==> src/rtl/stoch_mult_param.sv <==
// Stochastic multiplier: two LFSR/comparator bitstreams, AND (unipolar) or XNOR (bipolar), ones counted over 2^WIN_LOG2 bits.
// done pulses 2^WIN_LOG2+2 cycles after an accepted start; start is ignored while busy, so no backpressure is applied upstream.
module stoch_mult_param #(
  parameter int                PW       = 8,
  parameter int                LFSR_W   = 31,
  parameter int                WIN_LOG2 = 8,
  parameter logic [LFSR_W-1:0] SEED_A   = 31'd1,
  parameter logic [LFSR_W-1:0] SEED_B   = 31'd2
) (
  input  logic                clk,
  input  logic                rst_n,
  input  logic                start,
  input  logic                mode,
  input  logic [PW-1:0]       prob_a,
  input  logic [PW-1:0]       prob_b,
  output logic                busy,
  output logic                done,
  output logic [WIN_LOG2:0]   result,
  output logic                sn_out
);

  localparam logic [LFSR_W-1:0] SEED_A_EFF = (SEED_A == '0) ? LFSR_W'(1) : SEED_A;
  localparam logic [LFSR_W-1:0] SEED_B_EFF = (SEED_B == '0) ? LFSR_W'(1) : SEED_B;
  // A is x^31+x^28+1; B uses the reciprocal polynomial so the two streams decorrelate.
  localparam int TAP_A = LFSR_W - 4;
  localparam int TAP_B = 2;

  typedef enum logic [1:0] {
    S_IDLE = 2'd0,
    S_FILL = 2'd1,
    S_RUN  = 2'd2,
    S_DONE = 2'd3
  } state_t;

  state_t               r_state;
  state_t               w_state_nxt;
  logic                 w_accept;
  logic                 w_step;
  logic                 w_last;

  logic [LFSR_W-1:0]    r_lfsr_a;
  logic [LFSR_W-1:0]    r_lfsr_b;
  logic [PW-1:0]        r_prob_a;
  logic [PW-1:0]        r_prob_b;
  logic                 r_mode;
  logic                 r_sn;
  logic [WIN_LOG2:0]    r_cnt;
  logic [WIN_LOG2-1:0]  r_idx;
  logic [WIN_LOG2:0]    r_result;

  logic [PW-1:0]        w_rand_a;
  logic [PW-1:0]        w_rand_b;
  logic                 w_sn_a;
  logic                 w_sn_b;
  logic                 w_sn_comb;
  logic [WIN_LOG2-1:0]  w_idx_inc;
  logic [WIN_LOG2:0]    w_cnt_inc;

  assign w_rand_a  = r_lfsr_a[LFSR_W-1 -: PW];
  assign w_rand_b  = r_lfsr_b[LFSR_W-1 -: PW];
  assign w_sn_a    = (w_rand_a < r_prob_a);
  assign w_sn_b    = (w_rand_b < r_prob_b);
  assign w_sn_comb = r_mode ? ~(w_sn_a ^ w_sn_b) : (w_sn_a & w_sn_b);
  assign w_idx_inc = r_idx + WIN_LOG2'(1);
  assign w_cnt_inc = r_cnt + (WIN_LOG2+1)'(r_sn);

  always_ff @(posedge clk or posedge rst_n) begin
    if (rst_n) begin
      r_state <= S_IDLE;
    end else begin
      r_state <= w_state_nxt;
    end
  end

  always_comb begin
    w_state_nxt = r_state;
    w_accept    = 1'b0;
    w_step      = 1'b0;
    w_last      = 1'b0;
    case (r_state)
      S_IDLE: begin
        if (start) begin
          w_accept    = 1'b1;
          w_state_nxt = S_FILL;
        end
      end
      S_FILL: begin
        w_step      = 1'b1;
        w_state_nxt = S_RUN;
      end
      S_RUN: begin
        w_step = 1'b1;
        // Index wrapping back to zero marks the final window bit.
        if (w_idx_inc == '0) begin
          w_last      = 1'b1;
          w_state_nxt = S_DONE;
        end
      end
      S_DONE: begin
        w_state_nxt = S_IDLE;
      end
      default: begin
        w_state_nxt = S_IDLE;
      end
    endcase
  end

  always_ff @(posedge clk or posedge rst_n) begin
    if (rst_n) begin
      r_lfsr_a <= SEED_A_EFF;
      r_lfsr_b <= SEED_B_EFF;
      r_prob_a <= '0;
      r_prob_b <= '0;
      r_mode   <= 1'b0;
      r_sn     <= 1'b0;
    end else if (w_accept) begin
      r_lfsr_a <= SEED_A_EFF;
      r_lfsr_b <= SEED_B_EFF;
      r_prob_a <= prob_a;
      r_prob_b <= prob_b;
      r_mode   <= mode;
    end else if (w_step) begin
      r_lfsr_a <= {r_lfsr_a[LFSR_W-2:0], r_lfsr_a[LFSR_W-1] ^ r_lfsr_a[TAP_A]};
      r_lfsr_b <= {r_lfsr_b[LFSR_W-2:0], r_lfsr_b[LFSR_W-1] ^ r_lfsr_b[TAP_B]};
      r_sn     <= w_sn_comb;
    end
  end

  always_ff @(posedge clk or posedge rst_n) begin
    if (rst_n) begin
      r_cnt    <= '0;
      r_idx    <= '0;
      r_result <= '0;
    end else begin
      if (w_accept) begin
        r_cnt <= '0;
        r_idx <= '0;
      end else if (r_state == S_RUN) begin
        r_cnt <= w_cnt_inc;
        r_idx <= w_idx_inc;
      end
      if (w_last) begin
        r_result <= w_cnt_inc;
      end
    end
  end

  assign busy   = (r_state != S_IDLE);
  assign done   = (r_state == S_DONE);
  assign result = r_result;
  assign sn_out = r_sn;

endmodule

==> config.mk <==
export PLATFORM = sky130hd
export DESIGN_NAME = stoch_mult_param
export DESIGN_NICKNAME = d
export VERILOG_FILES = /design/src/rtl/stoch_mult_param.sv
export SDC_FILE = /design/constraint.sdc
export NUM_CORES = 1
export LEC_CHECK = 0
export ABC_AREA = 1
export CAP_MARGIN = 20
export CORE_ASPECT_RATIO = 0.5
export CORE_MARGIN = 3
export CORE_UTILIZATION = 60
export CTS_BUF_LIST = sky130_fd_sc_hd__clkbuf_4
export DETAILED_ROUTE_END_ITERATION = 10
export PLACE_DENSITY = 0.82
export SLEW_MARGIN = 0
export SYNTH_ARGS = -nofsm -noshare
export SYNTH_HDL_FRONTEND = slang
export SYNTH_SLANG_ARGS = --single-unit
==> constraint.sdc <==
create_clock -name clk -period 4.1 [get_ports clk]
set_input_delay 0.82 -clock clk [delete_from_list [all_inputs] [get_ports clk]]
set_output_delay 0.82 -clock clk [all_outputs]
set_load 0.02 [all_outputs]
==> results.cfg, run 1 <==
[worst_setup_path]
crit_path_frequent_cell = inv_1
slowest_stage = clkdlybuf4s50_1
cp.arrival_ns = 1.87
path_cells = inv_1 > ha_1 > inv_1 > clkdlybuf4s50_1
critPathLaunchType = flop
cp.required_ns = 3.28
path_max_fanout = 3
worst-setup-path-type = flop to output pin
slowest_delay_ns = 0.61
endpoint_kind = output pin

[detailed_routing]
vias = 3341
drt-total-wl_mm = 8.16
ant_nets = 0
drc = 0
drtIter0Drc = 224
wire_per_inst_um = 12.7
dr.pass1.iters = 4
routed_via_density = 5.20

[synth]
yosys_register_bits = 108
async_flop_share_pct = 100
syn-cell-area_mm2 = 0.00475
synthTopCellsByArea = dfrtp_1 (56%), o22ai_1 (7.8%), inv_1 (7.6%), nand2_1 (7.3%), ha_1 (5.8%)
syn_area_per_cell_um2 = 9.45
yosysTopAreaCell = dfrtp_1
ys_warn_count = 0
synthCells = 503
synth_top_area_share_pct = 55.8
ys_seq_area_share_pct = 56.9
post_synth_num_cell_types = 31
synth.net_count = 545
synth_edf_count = 0
synth_ff_type = dfrtp_1

[sta]
setup_violations = 0
drv_slew = 0
rsz0062_at_grt = no
fin_worst_skew_ns = 0.0140
whs_ns = 0.491
fin_crit_ns = 2.69
hold_viol = 0
clock.fmax_mhz = 372
fin_setup_tns_ns = 0
worst_slew_pin_slew_ns = 0.925
slew_headroom_pct = 38.2
post-route-period-util_pct = 65.6

[floorplanning]
die_h_um = 68.9
die_area_mm2 = 0.00909
initial_core_util_pct = 63.3
fp.dieW_um = 132
placementRows = 22
ios = 32
core_region_area_mm2 = 0.00751

[min_path]
hp-class = flop to flop

[clock_tree]
clock_sinks = 108
tritoncts = done
ctsResizeCount = 0
numCtsBuffers = 9
clk_latency_ns = 0.47
cts_max_level = 3
clk_pin_slew_worst_paths_ns = 0.16
root_buffer = clkbuf_4
post-cts-setup-buffers = 0
ctsHoldBuffers = 0
cts_buffer_depth = 2

[final_layout]
nNetsFinal = 570
syn_to_final_growth_pct = 11.2
final_cell_mix = dfrtp_1 (106), inv_1 (95), nand2_1 (91)
finalCoreUtilization_pct = 70.4
drive_above_1_share_pct = 6.57
final_common_cell = dfrtp_1
design_area_mm2 = 0.00529

[power]
static-leakage-power_uw = 0.00249
ir_drop_mv = 0.248
p_per_area_mw_per_mm2 = 594

[global_routing]
grt_max_degree = 60
first_global_vias = 3214
grtUsageTotal_pct = 19.8
overflow = 0
antenna_found_initial = 0
grt_pass1_wl_mm = 14.3

[place]
placed_area_mm2 = 0.00514
gp_congestion = 0.833
portBuffers = 31
hpwl_mm = 5.58

[run_status]
status = finished clean

[job]
max_cap_viol_count = 0
-- sequential cells by signal, indices dropped and copies added (netlist names) --
name / flops
r_lfsr_a: 31
r_lfsr_b: 31
r_cnt: 9
result: 9
r_idx: 8
r_prob_a: 8
r_prob_b: 8
r_state: 2
r_mode: 1
sn_out: 1
-- Yosys cell counts (all sizes together), types with 2 or more instances --
| library cell | instances |
|---|---|
| inv | 98 |
| a21oi | 9 |
| o22ai | 59 |
| ha | 22 |
| o21ai | 34 |
| nand4 | 9 |
| or2 | 2 |
| clkbuf | 14 |
| nor2 | 11 |
| o211ai | 2 |
| nand3 | 19 |
| dfrtp | 106 |
| xor2 | 7 |
| buf | 6 |
| a21boi | 2 |
| dfstp | 2 |
| nand2 | 94 |
-- worst max-delay path, delay by kind of cell, from the launching register on --
family,cells,cell delay (ns)
buf+inv,3,0.77
flops,1,0.42
fa+ha+maj,1,0.22
-- stage by stage --
step | cells | worst slack [ns] | total power, uW
floorplan | 503 | 0.438 | 2340
CTS | 641 | 1.37 | 3170
detailed placement | 625 | 1.06 | 2610
global placement | 625 | 1.11 | 2560
global route | 641 | 1.29 | 3390
finish | 642 | 1.41 | 3140
-- cell families after synthesis --
| family | count (synthesis) | share of synthesized area [%] |
|---|---|---|
| AOI/OAI and AO/OA | 110 | 13.6 |
| xor gates and xnor gates | 8 | 1.47 |
| adders and majority gates | 22 | 5.79 |
| buffers and inverters | 118 | 9.66 |
| DFF | 108 | 56.9 |
| and+or+nand+nor | 137 | 12.6 |
-- layout make-up --
type | instances | area (um^2)
fill | 568 | 2230
timing repair buffer | 34 | 333
clock inverter | 7 | 82.6
inverter | 98 | 370
multi-input combinational | 277 | 1590
clock buffer | 9 | 67.6
sequential | 108 | 2710
tap | 108 | 135
antenna | 1 | 2.50
-- layer usage --
layer / share of wire, % / global-route usage, %
met2: 46 / 33.9
met4: 1.5 / 7.59
met3: 3.8 / 5.14
met1: 49 / 25.0
met5: 0 / 0
-- report_power, final --
group	switching (uW)	total (uW)	leakage [uW]	internal, uW
registers	91.6	1390	0.00145	1300
clock network	362	559	0.0000804	197
logic	819	1190	0.000959	368
-- worst paths after layout --
kind | cells after the start | startpoint | slack, ns | to
worst max-delay path | 4 | r_state[0]$_DFFE_PP0P_ | 1.41 | busy
worst min-delay path | 2 | result[4]$_DFFE_PP0P_ | 0.49 | result[4]$_DFFE_PP0P_
worst max register to register | 7 | r_state[0]$_DFFE_PP0P_ | 1.67 | r_lfsr_b[28]$_DFFE_PP0P_
worst min register to register | 2 | result[4]$_DFFE_PP0P_ | 0.49 | result[4]$_DFFE_PP0P_
max in group asynchronous | 3 | rst_n | 2.47 | r_lfsr_a[0]$_DFFE_PP1P_
min in group asynchronous | 2 | rst_n | 0.77 | r_prob_a[2]$_DFFE_PP0P_
Note: power is estimated with default switching activity, not from simulation.
==> run 2, diff against run 1 <==
CORE_UTILIZATION = 55   (was 60)
PLACE_DENSITY = 0.79   (was 0.82)
clock period = 2.4 ns   (was 4.1 ns; I/O delays follow)
==> results.cfg, run 2 (same netlist as run 1, synthesis figures left out) <==
[floorplanning]
die_area_mm2 = 0.00986
ios = 32
die_h_um = 71.7
fp.dieW_um = 137
placementRows = 23
initial_core_util_pct = 58.0
core_region_area_mm2 = 0.00820

[worst_setup_path]
slowest_stage = clkdlybuf4s50_1
crit_path_end = done
crit_cells = 2
reg2regPathDepth = 12
slowest_delay_ns = 0.60
path_cells = ha_1 > clkdlybuf4s50_1
cp_num_buf_inv = 1
critPathLaunchType = flop
critPathLaunch = r_state[1]$_DFFE_PP0P_
path_max_fanout = 4
cp.required_ns = 1.92
cp_top_family = buffers and inverters
cp.arrival_ns = 1.65
r2r_start = r_idx[0]$_DFFE_PP0P_
worst-setup-path-type = flop to output pin
endpoint_kind = output pin
r2r_slack_ns = 0.57
reg2reg_to = r_state[0]$_DFFE_PP0P_

[final_layout]
antennaDiodeCount = 0
reg_top3 = r_lfsr_a: 31 flops, r_lfsr_b: 31 flops
final_common_cell = dfrtp_1
finalCoreUtilization_pct = 65.0
regArea_mm2 = 0.00271
final_cell_mix = dfrtp_1 (106), inv_1 (95), nand2_1 (91)
multi_input_area_mm2 = 0.00159
design_area_mm2 = 0.00533
syn_to_final_growth_pct = 12.1
drive_above_1_share_pct = 7.05
nNetsFinal = 576
fill_cells = 671

[clock_tree]
post-cts-setup-buffers = 0
clk_latency_ns = 0.46
clk_pin_slew_worst_paths_ns = 0.15
tritoncts = done
cts_buffer_depth = 2
root_buffer = clkbuf_4
cts_max_level = 3
numCtsBuffers = 9
clock_sinks = 108

[global_routing]
overflow = 0
grt_pass1_wl_mm = 14.9
antenna_found_initial = 0
grtUsageMet2_pct = 31.3
grt_max_degree = 109
grtUsageMet1_pct = 24.7
first_global_vias = 3397
grtUsageTotal_pct = 18.8
busiest_layer = met2
grt_use_met3_pct = 4.84

[sta]
drv_slew = 0
fin_setup_tns_ns = 0
fin_crit_ns = 2.13
whs_ns = 0.489
worst_slew_pin_slew_ns = 0.553
clock.fmax_mhz = 470
fin_worst_skew_ns = 0.0126
slew_headroom_pct = 63.2
setup_violations = 0
rsz0062_at_grt = no
post-route-period-util_pct = 88.6
hold_viol = 0

[place]
placed_area_mm2 = 0.00521
hpwl_mm = 5.71
portBuffers = 31
gp_congestion = 0.782

[run_status]
status = finished clean

[detailed_routing]
vias = 3348
ant_nets = 0
drt-total-wl_mm = 8.23
drtIter0Drc = 276
routed_via_density = 5.14
drc = 0
wire_per_inst_um = 12.6
dr.pass1.iters = 4

[job]
max_cap_viol_count = 0

[power]
p_per_area_mw_per_mm2 = 1010
static-leakage-power_uw = 0.00252
ir_drop_mv = 0.440

[min_path]
hp-class = primary input to async pin
==> run 2: cell types whose count changed in the layout (fill, tap and decap cells not counted) <==
| cell | change |
|---|---|
| dlymetal6s2s_1 | +1 |
| clkbuf_4 | +1 |
| buf_12 | +2 |
| buf_4 | +4 |
| clkinv_4 | -1 |
| clkdlybuf4s50_1 | -1 |
| inv_6 | +2 |
| clkinv_1 | +3 |
| diode_2 | -1 |
| inv_8 | -2 |
| bufinv_16 | -1 |
| inv_4 | -1 |
| clkinv_2 | -1 |
==> run 2: stage by stage <==
| stage | setup WS (ns) | total power [uW] | std cells |
|---|---|---|---|
| floorplan | 0.620 | 4000 | 503 |
| global placement | 0.363 | 4540 | 635 |
| detailed placement | 0.327 | 4610 | 635 |
| CTS | 0.0270 | 5420 | 651 |
| global route | 0.166 | 5810 | 651 |
| finish | 0.273 | 5380 | 651 |
==> run 2: repair_timing <==
action                     CTS  global route
gates resized for setup      0             1
setup endpoints to repair    0             1
hold buffers                 0             0
==> run 2: layout make-up <==
class	instances	area share, %
clock buffer	10	1.41
clock inverter	6	0.705
inverter	98	6.98
multi-input combinational	277	29.9
sequential	108	50.8
tap	112	2.63
timing repair buffer	40	7.61
==> run 2: worst min path at each step <==
stage | start | end | slack, ns | cells past startpoint
finish | rst_n | r_state[0]$_DFFE_PP0P_ | 0.49 | 3
global route | result[5]$_DFFE_PP0P_ | result[5]$_DFFE_PP0P_ | 0.51 | 2
CTS | result[8]$_DFFE_PP0P_ | result[8]$_DFFE_PP0P_ | 0.49 | 2
detailed placement | result[4]$_DFFE_PP0P_ | result[4]$_DFFE_PP0P_ | 0.46 | 2
global placement | result[6]$_DFFE_PP0P_ | result[6]$_DFFE_PP0P_ | 0.45 | 2
floorplan | r_lfsr_a[0]$_DFFE_PP1P_ | r_lfsr_a[0]$_DFFE_PP1P_ | 0.45 | 2
==> run 2: metal layers <==
metal	part of all wire, %	up-vias	wire [um]
met5	0	-	0
met4	1.3	0	105
met1	49	1595	4020
met2	47	30	3890
li1	-	1712	-
met3	2.6	11	217
==> run 2: worst register-to-register path, cell delays in order (launching register included) <==
cell and delay, ns:
dfrtp_1 0.43, ha_1 0.22, nand2_1 0.13, inv_1 0.11
nand3_1 0.08, nand2_1 0.07, nor2_1 0.11, buf_4 0.19
nand3_1 0.09, nand2_1 0.12, nand2_1 0.08, nand2_1 0.06
nand2_1 0.05
==> run 2: power by group <==
group	internal, uW	leakage [uW]	switching, uW
Clock	228	0.0000643	589
Combinational	749	0.00100	1440
Sequential	2230	0.00145	154
Total	3200	0.00252	2180
==> run 3, diff against run 2 <==
MAX_ROUTING_LAYER = met4   (was default)
clock period = 1.9 ns   (was 2.4 ns; I/O delays follow)
==> results.cfg, run 3 (same netlist as run 1, synthesis figures left out) <==
[run_status]
status = finished clean

[worst_setup_path]
slowest_stage = clkdlybuf4s50_1
crit_cells = 1
r2r_start = r_lfsr_a[24]$_DFFE_PP0P_
worst-setup-path-type = flop to output pin
slowest_delay_ns = 0.60
reg2reg_to = sn_out$_DFFE_PP0P_
cp_top_family = buffers and inverters
cp_num_buf_inv = 1
path_max_fanout = 2
reg2regPathDepth = 9
critPathLaunchType = flop
endpoint_kind = output pin
cp.arrival_ns = 1.46
path_cells = clkdlybuf4s50_1
cp.required_ns = 1.52
r2r_slack_ns = 0.10

[sta]
fin_worst_skew_ns = 0.0191
drv_slew = 0
fin_crit_ns = 1.84
worst_slew_pin_slew_ns = 0.654
slew_headroom_pct = 56.4
hold_viol = 0
setup_violations = 0
setup_slack_ns = 0.0638
rsz0062_at_grt = yes
clock.fmax_mhz = 545
post-route-period-util_pct = 96.6

[final_layout]
reg_top3 = r_lfsr_a: 31 flops, r_lfsr_b: 31 flops
multi_input_area_mm2 = 0.00160
final_cells = 659
antennaDiodeCount = 0
final_common_cell = dfrtp_1
nNetsFinal = 584
fill_cells = 653
regArea_mm2 = 0.00271
drive_above_1_share_pct = 9.87
syn_to_final_growth_pct = 14.7
final_cell_mix = dfrtp_1 (106), inv_1 (94), nand2_1 (91)

[detailed_routing]
dr.pass1.iters = 4
drtIter0Drc = 183
ant_nets = 0
drt-total-wl_mm = 8.60
routed_via_density = 5.15
drc = 0
wire_per_inst_um = 13.0
vias = 3392

[floorplanning]
ios = 32
core_region_area_mm2 = 0.00820
die_area_mm2 = 0.00986
placementRows = 23
die_h_um = 71.7
initial_core_util_pct = 58.0
fp.dieW_um = 137

[clock_tree]
cts_buffer_depth = 2
cts_max_level = 3
ctsHoldBuffers = 0
root_buffer = clkbuf_4
clk_latency_ns = 0.48
clk_pin_slew_worst_paths_ns = 0.17
clock_sinks = 108
numCtsBuffers = 9
tritoncts = done

[power]
clock_power_share_pct = 17.2
swShare_pct = 40.3
ir_drop_mv = 0.549
static-leakage-power_uw = 0.00269
power.switching_uw = 2830
p_seq_share_pct = 43.0
p_int_uw = 4180
p_per_area_mw_per_mm2 = 1290
power_frac_comb_pct = 39.8

[global_routing]
antenna_found_initial = 0
grt_max_degree = 60
first_global_vias = 3351
grt_pass1_wl_mm = 15.2
grtUsageTotal_pct = 20.1
overflow = 0

[place]
gp_congestion = 0.824
hpwl_mm = 6.07
portBuffers = 31
pre_cts_slack_ns = 0.0820
dp_cells = 639

[min_path]
hp-class = primary input to async pin

[job]
max_cap_viol_count = 0
[run 3: what timing repair did]
action / in CTS / in global routing
buffers inserted: 0 / 4
setup endpoints to repair: 3 / 17
gates resized for setup: 6 / 12
pin swaps: 0 / 2
[run 3: layer usage]
metal	vias to the layer above	global-route usage, %	wire length [um]
li1	1733	-	-
met1	1611	26.2	4060
met2	42	31.7	4200
met3	6	5.26	293
met4	0	5.31	46
met5	-	-	0
[run 3: cell type report]
type                    count  area share [%]
flip-flops and latches    108            49.6
multi-input cells         277            29.4
repair buffers             48            8.90
inverters                  98            6.82
well taps                 112            2.57
clock inverters             7            1.47
clock buffers               9            1.24
[run 3: worst max-delay path by stage]
stage,from,end
floorplan,rst_n,r_cnt[0]$_DFFE_PP0P_
global placement,start,r_idx[7]$_DFFE_PP0P_
detailed placement,start,r_idx[7]$_DFFE_PP0P_
CTS,result[8]$_DFFE_PP0P_,result[8]
global route,r_lfsr_a[24]$_DFFE_PP0P_,sn_out$_DFFE_PP0P_
finish,result[6]$_DFFE_PP0P_,result[6]
[run 3: power groups by stage]
stage               Clock, uW  Sequential (uW)  Combinational [uW]
finish                   1210             3010                2790
global placement            0             3040                2710
floorplan                   0             3030                2020
global route             1350             3070                3170
CTS                      1250             3010                2770
detailed placement          0             3060                2780
[run 3: stage by stage]
stage | utilization, % | area [um^2] | hold slack (ns) | setup TNS, ns | total power [uW]
2_1_floorplan | - | 4760 | 0.446 | 0 | 5050
3_3_place_gp | 64.1 | 5260 | 0.454 | 0 | 5750
3_5_place_dp | 64.1 | 5260 | 0.457 | 0 | 5840
4_1_cts | 65.8 | 5400 | 0.150 | 0 | 7030
5_1_grt | 66.5 | 5450 | 0.136 | -0.0678 | 7600
6_report | 66.5 | 5450 | 0.177 | 0 | 7010
